===== src/rtl/icache_fetch_responder.sv =====
// In-order fetch responder: buffers requests and serves them one at a time over a single-outstanding memory read port.
// Latency is 4 cycles from request to icache_ack with zero-wait memory; there is no backpressure, so a push while full is dropped and sets overflow_err.
module icache_fetch_responder (
    input  logic        clk,
    input  logic        rst,
    input  logic        fetch_valid,
    input  logic [5:0]  fetch_wfid,
    input  logic [31:0] fetch_addr,
    output logic        mem_rd_en,
    output logic [31:0] mem_addr,
    input  logic        mem_ack,
    input  logic [31:0] mem_rd_data,
    output logic        icache_ack,
    output logic [5:0]  icache_ack_wfid,
    output logic [31:0] icache_ack_data,
    output logic [5:0]  queue_count,
    output logic        overflow_err
);
    localparam logic [1:0] S_IDLE = 2'd0;
    localparam logic [1:0] S_REQ  = 2'd1;
    localparam logic [1:0] S_WAIT = 2'd2;
    localparam logic [1:0] S_RESP = 2'd3;

    logic [1:0]  r_state;
    logic [5:0]  r_fifo_wfid [32];
    logic [31:0] r_fifo_addr [32];
    logic [4:0]  r_wr_ptr;
    logic [4:0]  r_rd_ptr;
    logic [5:0]  r_count;
    logic [5:0]  r_iss_wfid;
    logic [31:0] r_iss_addr;
    logic [5:0]  r_ack_wfid;
    logic [31:0] r_ack_data;
    logic        r_ovf;

    logic w_full;
    logic w_push;
    logic w_pop;

    assign w_full = (r_count == 6'd32);
    assign w_push = fetch_valid && !w_full;
    // Only IDLE and RESP may pull the next entry; this keeps one read outstanding.
    assign w_pop  = ((r_state == S_IDLE) || (r_state == S_RESP)) && (r_count != 6'd0);

    always_ff @(posedge clk) begin
        if (w_push) begin
            r_fifo_wfid[r_wr_ptr] <= fetch_wfid;
            r_fifo_addr[r_wr_ptr] <= fetch_addr;
        end
    end

    always_ff @(posedge clk or posedge rst) begin
        if (rst) begin
            r_state    <= S_IDLE;
            r_wr_ptr   <= 5'd0;
            r_rd_ptr   <= 5'd0;
            r_count    <= 6'd0;
            r_iss_wfid <= 6'd0;
            r_iss_addr <= 32'd0;
            r_ack_wfid <= 6'd0;
            r_ack_data <= 32'd0;
            r_ovf      <= 1'b0;
        end else begin
            if (w_push) begin
                r_wr_ptr <= r_wr_ptr + 5'd1;
            end
            if (w_pop) begin
                r_rd_ptr   <= r_rd_ptr + 5'd1;
                r_iss_wfid <= r_fifo_wfid[r_rd_ptr];
                r_iss_addr <= r_fifo_addr[r_rd_ptr];
            end
            if (w_push && !w_pop) begin
                r_count <= r_count + 6'd1;
            end else if (!w_push && w_pop) begin
                r_count <= r_count - 6'd1;
            end
            if (fetch_valid && w_full) begin
                r_ovf <= 1'b1;
            end

            case (r_state)
                S_IDLE: begin
                    if (w_pop) begin
                        r_state <= S_REQ;
                    end
                end
                S_REQ: begin
                    r_state <= S_WAIT;
                end
                S_WAIT: begin
                    // Response fields are captured separately so they hold after the next pop.
                    if (mem_ack) begin
                        r_ack_wfid <= r_iss_wfid;
                        r_ack_data <= mem_rd_data;
                        r_state    <= S_RESP;
                    end
                end
                default: begin
                    r_state <= w_pop ? S_REQ : S_IDLE;
                end
            endcase
        end
    end

    assign mem_rd_en       = (r_state == S_REQ);
    assign mem_addr        = r_iss_addr & 32'hFFFF_FFFC;
    assign icache_ack      = (r_state == S_RESP);
    assign icache_ack_wfid = r_ack_wfid;
    assign icache_ack_data = r_ack_data;
    assign queue_count     = r_count;
    assign overflow_err    = r_ovf;
endmodule


===== config.mk =====
export PLATFORM = sky130hd
export DESIGN_NAME = icache_fetch_responder
export DESIGN_NICKNAME = d
export VERILOG_FILES = /design/src/rtl/icache_fetch_responder.sv
export SDC_FILE = /design/constraint.sdc
export NUM_CORES = 1
export LEC_CHECK = 0
export BUFFER_PORTS_ARGS = -buffer_cell sky130_fd_sc_hd__buf_4
export CAP_MARGIN = 20
export CORE_UTILIZATION = 45
export CTS_CLUSTER_DIAMETER = 50
export DETAILED_ROUTE_END_ITERATION = 12
export PLACE_DENSITY_LB_ADDON = 0.15
export SLEW_MARGIN = 20
export SYNTH_ARGS = -nofsm -noshare
export SYNTH_HDL_FRONTEND = slang
export SYNTH_SLANG_ARGS = --single-unit

===== constraint.sdc =====
create_clock -name clk -period 4.5 [get_ports clk]
set_clock_uncertainty 0.05 [all_clocks]
set_input_delay 0 -clock clk [delete_from_list [all_inputs] [get_ports clk]]
set_output_delay 0 -clock clk [all_outputs]
set_load 0.02 [all_outputs]

# After elaboration in Yosys (flattened, before gate mapping)
# Memories as Yosys holds them, arrays and structs flattened. A register that Yosys moved wholly into a read port is not among the register bits.
# Cells that the tools add are included.
[op_classes]
addsub = 4
n_eq_ne = 6
n_mux = 8
reduce_logical = 14
[op_table]
columns = ["op", "n"]
rows = [
  ["$mux W6", 2],
  ["$add A5 B1 Y5 const B", 2],
  ["$add A6 B1 Y6 const B", 1],
  ["$eq A6 B6 Y1 const B", 1],
  ["$pmux W2 S3", 1],
  ["$reduce_bool A6 Y1", 1],
  ["$sub A6 B1 Y6 const B", 1],
  ["$logic_and A1 B1 Y1", 5],
  ["$eq A2 B2 Y1 const B", 2],
  ["$mux W2", 2],
  ["$ne A2 B2 Y1 const B", 2],
  ["$reduce_and A2 Y1", 2],
  ["$logic_not A1 Y1", 3],
  ["$mux W1", 3],
  ["$eq A2 B1 Y1 const B", 1],
  ["$logic_not A2 Y1", 1],
  ["$reduce_bool A2 Y1", 1],
  ["$logic_or A1 B1 Y1", 1],
]
[word_totals]
reg_bits = 57
mem_bits_rw = 1216
inputBits = 74
word_cells = 41
memories = 2
[mem_list]
columns = ["name", "depth", "width", "rd", "rd_clocked_by_memory_dff", "wr", "line", "source"]
rows = [
  ["r_fifo_addr", 32, 32, 1, 1, 1, "26", "logic [31:0] r_fifo_addr [32];"],
  ["r_fifo_wfid", 32, 6, 1, 1, 1, "25", "logic [5:0] r_fifo_wfid [32];"],
]

# Longest topological paths before layout
# Gate-level depths: netlist (run 1).
[depth]
depth_word = 7
mapped_depth = 13
ltp_nobuf = 12

# Worst setup path after synthesis (run 1)
# No wires, ideal clock.
[synth_path]
path_kind = "reg2reg"
start = "reg r_count[0], in the netlist queue_count[0]"
end = "mem r_fifo_addr[31][10], enable pin"
setup_time_ns = 0.429
arrival_ns = 2.933
path_slack_ns = 1.088
stages_incl_launch_ff = 6
n_path_buf = 1
period_less_slack_ns = 3.412
cell_sequence = "dfrtp_1 inv_1 a31oi_1 nand2_1 buf_2 nor2_1"
[synth_via]
elab_chain_cells = 5
[synth_lines]
columns = ["item", "line", "source"]
rows = [
  ["from (decl)", "29", "logic [5:0] r_count;"],
  ["from (signal assigned)", "73", "r_count <= r_count + 6'd1;"],
  ["from (signal assigned)", "75", "r_count <= r_count - 6'd1;"],
  ["$eq A6 B6 Y1", "40", "assign w_full = (r_count == 6'd32);"],
  ["$logic_not A1 Y1", "41", "assign w_push = fetch_valid && !w_full;"],
  ["$logic_and A1 B1 Y1", "41", ""],
  ["net w_push", "37", "logic w_push;"],
  ["$mux W1", "46", "if (w_push) begin"],
  ["$mux W1 (not written as such)", "48", "r_fifo_addr[r_wr_ptr] <= fetch_addr;"],
  ["to (decl)", "26", ""],
]
# The timed path passes the listed nets, and every way through them passes these cells.

# Final worst setup path (run 1)
[layout_path]
start = "reg r_count[3], in the netlist queue_count[3]"
end = "mem r_fifo_addr[31][21], enable pin"
# Same word-level chain as after synthesis.

==> impl_metrics.env, run 1 <==
export IMPL_outcome="complete, no violations"
export IMPL_tightest_slew_ps=982.5
export IMPL_cts_resized_gates=0
export IMPL_r2r_cells=6
export IMPL_die_w_um=327.0
export IMPL_p_leak_nw=18.64
export IMPL_vdd_ir_drop_worst_mv=0.7388
export IMPL_coreArea_um2=104100
export IMPL_clock_path_buffers=3
export IMPL_routed_wl_um=117000
export IMPL_yosysSeqAreaShare_pct=77.66
export IMPL_multi_input_area_um2=10150
export IMPL_hold_viol=0
export IMPL_dieArea_um2=107000
export IMPL_ctsRootBufferMaster="clkbuf_16"
export IMPL_grt_use_total_pct=22.06
export IMPL_rows=118
export IMPL_critPathArrivalTime_ps=3600
export IMPL_min_delay_path_class="input port to flop"
export IMPL_max_slew_margin_pct=34.20
export IMPL_wire_per_inst_um=28.64
export IMPL_drt_initial_drc_count=2237
export IMPL_layout_drive_gt1_share_pct=27.08
export IMPL_instances_no_fill=4083
export IMPL_drt_first_pass_iters=5
export IMPL_ys_seq_elements=1245
export IMPL_cp_slowest_cell="a31oi_1"
export IMPL_crit_chain="nor4_2, a31oi_1, nand2_1, buf_4, nor2_4, buf_4"
export IMPL_synth_edff_count=1152
export IMPL_fin_hold_ws_ps=64.02
export IMPL_ios=153
export IMPL_antenna_found_initial=1
export IMPL_dp_cells=3725
export IMPL_dp_slack_ps=1203
export IMPL_setup_slack_ps=1212
export IMPL_max_freq_mhz=304.1
export IMPL_final_min_clock_period_ps=3288
export IMPL_grt_max_degree=87
export IMPL_cellPowerDensity_nw_per_um2=639.3
export IMPL_h_tree_depth=4
export IMPL_critPathRequiredTime_ps=4810
export IMPL_clock_sinks=1245
export IMPL_slew_viol_final=0
export IMPL_setup_viol=0
export IMPL_portBuffers=148
export IMPL_crit_path_end_kind="flop"
export IMPL_hold_depth=3
export IMPL_grt_pass1_wl_um=169100
export IMPL_syn_to_final_growth_pct=18.19
export IMPL_avgViaCountPerCell=5.794
export IMPL_final_nets=2678
export IMPL_slowest_delay_ps=750
export IMPL_numCtsBuffers=138
export IMPL_rsz0062_at_grt="false"
export IMPL_die_h_um=327.0
export IMPL_start_util_pct=45.68
export IMPL_cp_start_kind="flop"
export IMPL_grt_overflow_total=0
export IMPL_hpwl_um=62370
export IMPL_ys_flop_type="edfxtp_1"
export IMPL_gp_congestion=0.7857
export IMPL_num_vias=23660
export IMPL_critical_path_class="flop to flop"
export IMPL_synthArstFlopShare_pct=7.470
export IMPL_syn_area_um2=47540
export IMPL_ys_warn_count=0
export IMPL_path_clk_slew_ps=60
export IMPL_syn_area_per_cell_um2=21.16
export IMPL_synth_cell_types=48
export IMPL_path_max_fanout=36
export IMPL_seqCellArea_um2=36940
export IMPL_clock_latency_ps=740
export IMPL_cts_tree="yes"
export IMPL_fillers=7961
export IMPL_fin_util_pct=53.98
export IMPL_tns_ps=0
export IMPL_drc_errors=0
export IMPL_syn_inst=2247
export IMPL_final_antenna_net_count=0
export IMPL_diodes=0
export IMPL_max_cap_viol_count=0
export IMPL_grt_pass1_vias=24770
export IMPL_final_period_utilization_pct=73.07
export IMPL_cpMostUsedCell="buf_4"
metal layers:
layer | GRT usage [%] | wire length, um
met2 | 37.12 | 58890
met4 | 6.481 | 2676
met1 | 29.63 | 49270
met3 | 3.718 | 6117
met5 | 0 | 0
metrics by stage:
step	power [mW]	cell area (um2)
floorplan	21.57	47550
finish	35.92	56190
global route	37.36	56190
detailed placement	25.34	50730
global placement	25.15	50730
CTS	36.31	56190
cells in the mapped netlist, drive strengths merged (4+ instances only):
cell type	number	area share [%]
nand3	6	0.074
edfxtp	1152	73
mux4	214	10
mux2i	187	3.9
a22o	35	0.64
o22ai	35	0.46
a211oi	35	0.55
o21ai	10	0.11
o2111ai	35	0.64
dfrtp	93	4.9
inv	13	0.10
nand3b	5	0.079
ha	14	0.37
nand2	53	0.42
mux2	38	0.90
nand4	4	0.053
buf	78	1.1
nor2	72	0.57
xnor2	9	0.17
o221ai	35	0.64
clkbuf	50	0.39
a21oi	44	0.46
path summary, 6_finish.rpt:
path,slack (ps),startpoint,end
worst max-delay path,1210,queue_count[3],r_fifo_addr[31][21]
worst min-delay path,60,fetch_valid,overflow_err
worst max register to register,1210,queue_count[3],r_fifo_addr[31][21]
worst min register to register,430,r_iss_wfid[1],r_iss_wfid[1]
max in group asynchronous,2540,rst,queue_count[2]
min in group asynchronous,530,rst,icache_ack_data[21]
power breakdown:
part / internal (mW) / switching [mW] / leakage [nW] / total (mW)
registers: 13.8 / 0.739 / 11.5 / 14.5
clock network: 6.31 / 4.55 / 2.15 / 10.9
logic: 4.48 / 6.08 / 5.00 / 10.6
logic make-up after synthesis:
logic type	synth area share [%]
flops	77.66
mux	14.97
compound gates	3.679
simple gates	1.455
buf+inv	1.595
fa+ha+maj	0.4106
xor+xnor	0.2211
other cells	0.007888
layout make-up:
cell class | count | area share, %
Clock buffer | 184 | 6.707
Clock inverter | 70 | 1.153
Inverter | 13 | 0.09130
Multi-Input combinational cell | 862 | 18.07
Sequential cell | 1245 | 65.74
Tap cell | 1380 | 3.073
Timing Repair Buffer | 329 | 5.171
critical path, delay by kind of cell (launching register included):
kind | cells | cell delay (ps)
buffers and inverters | 2 | 900
AND/OR/NAND/NOR | 3 | 770
AO/OA/AOI/OAI | 1 | 750
flip-flops | 1 | 420
cells in the final DEF, fill, tap and decap left out, drive strengths merged, types with 10 or more instances in the layout:
cell type	n
a211oi	35
a21oi	44
a22o	35
buf	225
clkbuf	184
clkinv	45
dfrtp	93
dlygate4sd3	104
edfxtp	1152
ha	14
inv	26
mux2	38
mux2i	187
mux4	214
nand2	53
nor2	72
o2111ai	35
o21ai	10
o221ai	35
o22ai	35
what timing repair did:
| action | 4_1_cts | 5_1_grt |
|---|---|---|
| hold buffers | 104 | 0 |
| hold endpoints to repair | 1233 | 0 |
| setup buffers | 0 | 0 |
sequential cells by signal (all words and copies together), names as in the netlist:
register         cells
overflow_err         1
icache_ack_wfid      6
icache_ack_data     32
r_iss_wfid           6
queue_count          6
r_rd_ptr             5
r_fifo_addr        960
r_fifo_wfid        192
r_state              2
r_wr_ptr             5
r_iss_addr          30
No activity file was read; power rests on OpenSTA's default activity.
==> inputs of run 2 (changes only) <==
- clock period: 4.5 -> 3.1 ns (I/O delays scaled with it)
==> run 2 against run 1 <==
Against the previous run:
- utilization is 0.74 points higher
- cell area is 1.4% higher
- highest routed layer unchanged
- combinational power is 48% higher
- register-to-register slack worse by 900 ps
- first-iteration DRC count is 5.5% lower
- die area stayed put
- via count is 0.70% higher
- non-clock buffer count is 54 higher
- routed wire length is 0.49% lower
- final cell count is 1.4% higher
- count of clock-buffer cells in the layout is 15 lower
==> impl_metrics.env, run 2 (same netlist as run 1, synthesis figures left out) <==
export IMPL_routed_wl_um=116400
export IMPL_ctsRootBufferMaster="clkbuf_16"
export IMPL_crit_path_end_kind="flop"
export IMPL_fin_hold_ws_ps=169.8
export IMPL_tightest_slew_ps=1018
export IMPL_rows=118
export IMPL_p_leak_nw=19.09
export IMPL_largest_reg_flops=960
export IMPL_dp_slack_ps=202.8
export IMPL_setup_viol=0
export IMPL_grt_use_total_pct=22.03
export IMPL_drt_initial_drc_count=2113
export IMPL_hpwl_um=64760
export IMPL_slew_viol_final=0
export IMPL_die_h_um=327.0
export IMPL_grt_pass1_vias=24880
export IMPL_drc_errors=0
export IMPL_gp_congestion=0.7848
export IMPL_path_max_fanout=5
export IMPL_numCtsBuffers=139
export IMPL_cts_tree="yes"
export IMPL_max_slew_margin_pct=32.00
export IMPL_rsz0062_at_grt="false"
export IMPL_ios=153
export IMPL_max_cap_viol_count=0
export IMPL_portBuffers=148
export IMPL_num_vias=23820
export IMPL_r2r_cells=10
export IMPL_final_period_utilization_pct=90.02
export IMPL_max_freq_mhz=358.4
export IMPL_start_util_pct=45.68
export IMPL_wire_per_inst_um=28.12
export IMPL_final_antenna_net_count=0
export IMPL_vdd_ir_drop_worst_mv=1.031
export IMPL_syn_to_final_growth_pct=19.81
export IMPL_crit_end="queue_count[5]"
export IMPL_final_min_clock_period_ps=2791
export IMPL_path_clk_slew_ps=60
export IMPL_critical_path_class="flop to flop"
export IMPL_antenna_found_initial=3
export IMPL_clock_sinks=1245
export IMPL_regToRegStartpoint="queue_count[1]"
export IMPL_layout_common_cells="1152 x edfxtp_1, 258 x buf_4, 214 x mux4_2"
export IMPL_cellPowerDensity_nw_per_um2=936.3
export IMPL_grt_overflow_total=0
export IMPL_min_delay_path_class="input port to flop"
export IMPL_avgViaCountPerCell=5.755
export IMPL_clock_path_buffers=3
export IMPL_cp_start_kind="flop"
export IMPL_h_tree_depth=4
export IMPL_dieArea_um2=107000
export IMPL_die_w_um=327.0
export IMPL_worstSetupStartpoint="queue_count[1]"
export IMPL_dp_cells=3778
export IMPL_setup_slack_ps=309.5
export IMPL_clock_latency_ps=740
export IMPL_final_nets=2733
export IMPL_layout_drive_gt1_share_pct=28.92
export IMPL_coreArea_um2=104100
export IMPL_grt_max_degree=75
export IMPL_rr_endpoint="queue_count[5]"
export IMPL_diodes=0
export IMPL_drt_first_pass_iters=5
export IMPL_instances_no_fill=4139
export IMPL_grt_pass1_wl_um=169600
export IMPL_rrSetupSlack_ps=310
export IMPL_cts_setup_buffers=0
export IMPL_fillers=7864
export IMPL_max_flop_register="r_fifo_addr"
export IMPL_critPathRequiredTime_ps=3670
export IMPL_final_common_cell="edfxtp_1"
export IMPL_tns_ps=0
export IMPL_critPathArrivalTime_ps=3360
export IMPL_hold_viol=0
export IMPL_outcome="complete, no violations"
-- run 2: cell count changes in the layout (fill, tap and decap cells not counted), sizes merged --
cell,previous run,this run
inv,26,24
clkinvlp,6,5
clkinv,45,55
bufinv,6,16
dlygate4sd3,104,105
clkbuf,184,169
buf,225,278
-- run 2: routing by layer --
| metal | track usage (%) | share of wire [%] | vias up | wire, um |
|---|---|---|---|---|
| li1 | - | - | 10170 | - |
| met1 | 30.33 | 42 | 12790 | 49260 |
| met2 | 36.77 | 50 | 717 | 58600 |
| met3 | 3.421 | 5.6 | 147 | 6479 |
| met4 | 5.872 | 1.8 | 0 | 2042 |
| met5 | 0 | 0 | - | 0 |
-- run 2: worst min-delay path by stage --
stage / startpoint / endpoint / slack (ps) / cells past startpoint
2_1_floorplan: fetch_addr[10] / r_fifo_addr[0][10] / 50 / 0
3_3_place_gp: mem_rd_data[18] / icache_ack_data[18] / 190 / 2
3_5_place_dp: mem_rd_data[11] / icache_ack_data[11] / 190 / 2
4_1_cts: fetch_addr[22] / r_fifo_addr[15][22] / 130 / 2
5_1_grt: fetch_addr[12] / r_fifo_addr[22][12] / 170 / 2
6_report: fetch_addr[20] / r_fifo_addr[14][20] / 170 / 2
-- run 2: per-stage QoR --
stage          utilization, %  total power [mW]  area (um2)
6_report                54.72             53.33       56960
5_1_grt                 54.72             55.45       56960
4_1_cts                 54.71             53.90       56950
3_5_place_dp            49.19             37.17       51200
3_3_place_gp            49.19             36.89       51200
2_1_floorplan               -             31.31       47550
-- run 2: worst max-delay path, stage by stage, from the launching register on --
cell	delay, ps
dfrtp_1	440
nor4_4	420
a31oi_1	200
ha_1	310
inv_1	170
ha_1	260
a21o_1	190
a21oi_1	230
nand4b_1	150
nand3_1	100
xnor2_1	140
-- run 2: repair_timing --
item                                    CTS  global route
setup endpoints to repair                 0             1
hold buffers                            105             0
endpoints found under the hold margin  1244             0
resized for setup                         0             1
-- run 2: area by class of cell --
type | count | area (um2) | share of cell area [%]
well taps | 1380 | 1727 | 3.031
multi-input cells | 862 | 10160 | 17.84
inverters | 13 | 51.30 | 0.09006
clock inverters | 87 | 993.5 | 1.744
flip-flops and latches | 1245 | 36940 | 64.85
clock buffers | 169 | 3702 | 6.500
repair buffers | 383 | 3388 | 5.949
-- run 2: report_power, final --
part / internal [mW] / leakage, nW / switching (mW)
Sequential: 20.0 / 11.5 / 0.993
Combinational: 6.85 / 5.31 / 8.90
Clock: 9.93 / 2.29 / 6.67
Total: 36.8 / 19.1 / 16.6
